<file path="config.mk">
export PLATFORM = sky130hd
export DESIGN_NAME = beam_steer_sequencer
export DESIGN_NICKNAME = d
export VERILOG_FILES = /design/src/rtl/beam_steer_sequencer.sv
export SDC_FILE = /design/constraint.sdc
export NUM_CORES = 1
export LEC_CHECK = 0
export ABC_AREA = 1
export CAP_MARGIN = 25
export CORE_AREA = 2 2 88 90
export CTS_CLUSTER_SIZE = 30
export DETAILED_ROUTE_END_ITERATION = 8
export DIE_AREA = 0 0 90 92
export PLACE_DENSITY_LB_ADDON = 0.2
export SETUP_SLACK_MARGIN = 0.3
export SYNTH_ARGS = -nofsm -noshare
export SYNTH_HDL_FRONTEND = slang
export SYNTH_SLANG_ARGS = --single-unit
</file>
<file path="constraint.sdc">
create_clock -name clk -period 3 [get_ports clk]
set_input_delay 0.45 -clock clk [delete_from_list [all_inputs] [get_ports clk]]
set_output_delay 0.45 -clock clk [all_outputs]
set_load 0.05 [all_outputs]
</file>
<file path="src/rtl/beam_steer_sequencer.sv">
// Steering-delay sequencer: sweeps the mic grid, reads ROM delays and
// writes clipped tap indices into the shadow delay file, then commits.
module beam_steer_sequencer #(
   parameter int NUM_ROWS  = 5,
   parameter int NUM_COLS  = 5,
   parameter int TAP_SHIFT = 3,
   parameter int TAP_MAX   = 31
) (
   input  logic       clk,
   input  logic       rst,
   input  logic       req_valid,
   output logic       req_ready,
   input  logic [7:0] angle_hori,
   input  logic [7:0] angle_vert,
   output logic       rom_rd_en,
   output logic [8:0] rom_addr_hori,
   output logic [8:0] rom_addr_vert,
   input  logic [7:0] rom_q_hori,
   input  logic [7:0] rom_q_vert,
   output logic       dly_wr_en,
   output logic [4:0] dly_wr_idx,
   output logic [4:0] dly_wr_data,
   output logic       commit,
   output logic       busy,
   output logic       done,
   output logic       sat_flag
);

   localparam int N = NUM_ROWS * NUM_COLS;
   localparam logic [2:0] LAST_COL = 3'(NUM_COLS - 1);
   localparam logic [2:0] LAST_ROW = 3'(NUM_ROWS - 1);
   localparam logic [4:0] LAST_MIC = 5'(N - 1);

   typedef enum logic [1:0] {IDLE, SWEEP, DRAIN, COMMIT} state_t;

   state_t     state, state_d;
   logic [2:0] row, row_d, col, col_d;
   logic [4:0] mic, mic_d;
   logic [7:0] ang_h, ang_h_d, ang_v, ang_v_d;
   logic       ready_q, rd_d, sat_d;
   logic [8:0] addr_h_d, addr_v_d;
   logic [8:0] sum, tap;
   logic       tap_ovf;

   // Negative angles mirror the grid position so the wavefront runs backwards.
   function automatic logic [8:0] form_addr(input logic [7:0] ang,
                                            input logic [2:0] pos,
                                            input logic [2:0] last);
      logic [7:0] mag;
      logic [5:0] a;
      logic [2:0] p;
      mag = ang[7] ? (~ang + 8'd1) : ang;
      a   = (mag > 8'd63) ? 6'd63 : mag[5:0];
      p   = ang[7] ? (last - pos) : pos;
      return {p, a};
   endfunction

   assign req_ready = ready_q & ~rst;

   // ROM data arrives with the write slot, so the tap is formed from it here.
   assign sum     = {1'b0, rom_q_hori} + {1'b0, rom_q_vert};
   assign tap     = sum >> TAP_SHIFT;
   assign tap_ovf = tap > 9'(TAP_MAX);
   assign dly_wr_data = !dly_wr_en ? 5'd0 :
                        tap_ovf    ? 5'(TAP_MAX) : tap[4:0];

   always_comb begin
      state_d  = state;
      row_d    = row;
      col_d    = col;
      mic_d    = mic;
      ang_h_d  = ang_h;
      ang_v_d  = ang_v;
      rd_d     = 1'b0;
      addr_h_d = '0;
      addr_v_d = '0;
      sat_d    = sat_flag | (dly_wr_en & tap_ovf);
      unique case (state)
         IDLE: begin
            if (req_valid && req_ready) begin
               state_d  = SWEEP;
               ang_h_d  = angle_hori;
               ang_v_d  = angle_vert;
               row_d    = '0;
               col_d    = '0;
               mic_d    = '0;
               sat_d    = 1'b0;
               rd_d     = 1'b1;
               addr_h_d = form_addr(angle_hori, 3'd0, LAST_COL);
               addr_v_d = form_addr(angle_vert, 3'd0, LAST_ROW);
            end
         end
         SWEEP: begin
            if (mic == LAST_MIC) begin
               state_d = DRAIN;
            end else begin
               mic_d = mic + 5'd1;
               if (col == LAST_COL) begin
                  col_d = '0;
                  row_d = row + 3'd1;
               end else begin
                  col_d = col + 3'd1;
               end
               rd_d     = 1'b1;
               addr_h_d = form_addr(ang_h, col_d, LAST_COL);
               addr_v_d = form_addr(ang_v, row_d, LAST_ROW);
            end
         end
         DRAIN:   state_d = COMMIT;
         COMMIT:  state_d = IDLE;
         default: state_d = IDLE;
      endcase
   end

   always_ff @(posedge clk) begin
      if (rst) begin
         state         <= IDLE;
         row           <= '0;
         col           <= '0;
         mic           <= '0;
         ang_h         <= '0;
         ang_v         <= '0;
         ready_q       <= 1'b1;
         busy          <= 1'b0;
         rom_rd_en     <= 1'b0;
         rom_addr_hori <= '0;
         rom_addr_vert <= '0;
         dly_wr_en     <= 1'b0;
         dly_wr_idx    <= '0;
         commit        <= 1'b0;
         done          <= 1'b0;
         sat_flag      <= 1'b0;
      end else begin
         state         <= state_d;
         row           <= row_d;
         col           <= col_d;
         mic           <= mic_d;
         ang_h         <= ang_h_d;
         ang_v         <= ang_v_d;
         ready_q       <= (state_d == IDLE);
         busy          <= (state_d != IDLE);
         rom_rd_en     <= rd_d;
         rom_addr_hori <= addr_h_d;
         rom_addr_vert <= addr_v_d;
         dly_wr_en     <= rom_rd_en;
         dly_wr_idx    <= rom_rd_en ? mic : 5'd0;
         commit        <= (state_d == COMMIT);
         done          <= (state_d == COMMIT);
         sat_flag      <= sat_d;
      end
   end

endmodule

</file>
==> impl_metrics.csv <==
group,metric,value,unit
timing,period_needed,2.63,ns
cts,cts_sinks,58,
drt,drcViolationCount,0,
power,p_leak,1.90,nW
layout,nets,592,
worst_setup_path,worst-setup-path-type,"in -> out",
floorplanning,ios,70,
placement,dp.cells,629,
worst_setup_path,end_kind,"output port",
floorplanning,core_region_area,0.00745,mm2
cts,clk_path_buf_depth,2,
grt,grt_usage,18.5,%
worst_setup_path,cp.arrival,2.18,ns
job,max_cap_viol_count,0,
cts,cts_hold_buf,0,
placement,place.detailed.hpwl,5.55,mm
grt,grt-ovfl-total,0,
hold_path,hold_class,"reg -> reg",
cts,clk_pin_slew,0.06,ns
drt,antenna_left,0,
power,power.total,2.22,mW
drt,drt_iter0_markers,93,
placement,gp_congestion,0.860,
placement,placed_area,0.00405,mm2
logic_synthesis,synth.avg_cell_area,6.93,um2
timing,skew,0.0113,ns
cts,h-tree-depth,3,
timing,tightest_slew,0.511,ns
layout,fin_area,0.00436,mm2
timing,fmax,0.381,GHz
floorplanning,dieArea,0.00828,mm2
worst_setup_path,critical_path_required,2.55,ns
grt,grt_pass1_wl,12.5,mm
cts,insertion_delay,0.34,ns
floorplanning,die_w,90,um
timing,setup_viol,0,
timing,slew_violations,0,
timing,slew_headroom,65.8,%
logic_synthesis,ys_types,31,
layout,layout_common_cells,"nand2_1, clkdlybuf4s50_1, dfxtp_1",
cts,cts_root_buf,"clkbuf_8",
worst_setup_path,cp-start-kind,"primary input",
timing,finalCritPeriodShare,87.6,%
grt,first_global_vias,2932,
layout,fin_cells,646,
logic_synthesis,synth_nets,522,
timing,tns,0,ns
power,p_per_area,510,mW/mm2
layout,drive_gt1_share,11.4,%
logic_synthesis,synth_area,0.00325,mm2
layout,post-route-util,58.5,%
drt,route.detailed.wl_per_inst,11.5,um
drt,wirelength,7.45,mm
floorplanning,start_util,43.6,%
grt,grt_max_degree,26,
timing,rsz0062_at_grt,"no",
drt,num_vias,3169,
floorplanning,dieHeight,92,um
power,irDropWorstVdd,0.256,mV
logic_synthesis,synthCells,469,
cts,cts_buffers,9,
drt,via_per_inst,4.91,
grt,antenna_found_initial,0,
layout,area_growth,34.1,%
placement,portBuffers,69,
layout,final_common_cell,"nand2_1",
logic_synthesis,seq_area_frac_synth,35.7,%
logic_synthesis,ys_ff_latch,58,
drt,firstDrtPassIters,4,
cts,cts_tree,"built",
floorplanning,rows,32,
timing,hold_viol,0,
layout,diodes,0,
run_status,outcome,"finished, final reports clean",
logic_synthesis,yosys_warnings,0,
worst_setup_path,path_max_fanout,3,
final timing paths:
kind,slack [ns],cells past startpoint,endpoint,start
min reg2reg,0.46,2,sat_flag$_SDFF_PP0_,sat_flag$_SDFF_PP0_
max reg2reg,1.20,9,rom_addr_vert[7]$_SDFF_PP0_,mic[0]$_SDFFE_PP0P_
max,0.37,10,dly_wr_data[2],rom_q_vert[1]
min,0.46,2,sat_flag$_SDFF_PP0_,sat_flag$_SDFF_PP0_
layout make-up:
type	instances	area (um2)
Inverter	60	240
Clock buffer	12	155
Multi-Input combinational cell	338	1810
Timing Repair Buffer	72	786
Sequential cell	58	1160
Tap cell	102	128
Clock inverter	4	73.8
Fill cell	727	3090
sequential cells by signal, summed over array words and instances (netlist names), 2 cells and up:
register	count
rom_addr_hori	9
rom_addr_vert	9
ang_h	8
ang_v	8
dly_wr_idx	5
mic	5
col	3
row	3
state	2
report_power, final:
group	total, mW	internal (mW)	switching [mW]	leakage [nW]
logic	0.558	0.215	0.343	1.31
clock network	0.825	0.513	0.312	0.117
registers	0.837	0.814	0.0237	0.473
what timing repair did:
action | CTS | global route
pin swaps | 0 | 3
buffers inserted | 0 | 1
endpoints found under the setup margin | 1 | 5
resized for setup | 1 | 17
metal layers:
metal,GRT usage (%),up-vias,part of all wire [%]
met2,32.6,75,49
met1,21.5,1441,44
li1,-,1641,-
met3,3.45,12,5.3
met5,0,-,0
met4,8.97,0,2.0
per-stage QoR:
| step | setup slack, ns | hold slack (ns) |
|---|---|---|
| detailed placement | 0.296 | 0.447 |
| global route | 0.204 | 0.485 |
| global placement | 0.341 | 0.448 |
| finish | 0.373 | 0.459 |
| CTS | 0.346 | 0.456 |
| floorplan | 0.313 | 0.444 |
critical path: stages:
cell and delay [ns]:
clkdlybuf4s50_1 0.40, ha_1 0.29, nand2_1 0.07, o21ai_2 0.19, buf_4 0.15, a21oi_1 0.07
or2_2 0.28, nand3_2 0.07, nand2_2 0.06, buf_12 0.15
synthesized netlist by cell type (all sizes together):
master	number	area, um2
o21a	1	7.51
ha	18	225
nand3b	3	22.5
inv	60	240
mux2i	1	10.0
nand2	129	509
nor3	4	20.0
o22ai	2	12.5
buf	10	82.6
clkbuf	3	11.3
or2	3	18.8
xnor2	1	8.76
a211oi	2	15.0
dfxtp	58	1160
xor2	14	123
o21ai	32	164
nand3	22	110
nand4	4	25.0
nor2	48	180
and3	1	6.26
a21oi	51	282
o21bai	2	15.0
cells by family after synthesis:
family | Yosys count | share of synthesized area (%)
and+or+nand+nor | 214 | 27.5
AOI/OAI and AO/OA | 90 | 15.2
buffers and inverters | 73 | 10.3
DFF | 58 | 35.7
adders and majority gates | 18 | 6.93
xor gates and xnor gates | 15 | 4.04
muxes | 1 | 0.308
Note: power is estimated with default switching activity, not from simulation.
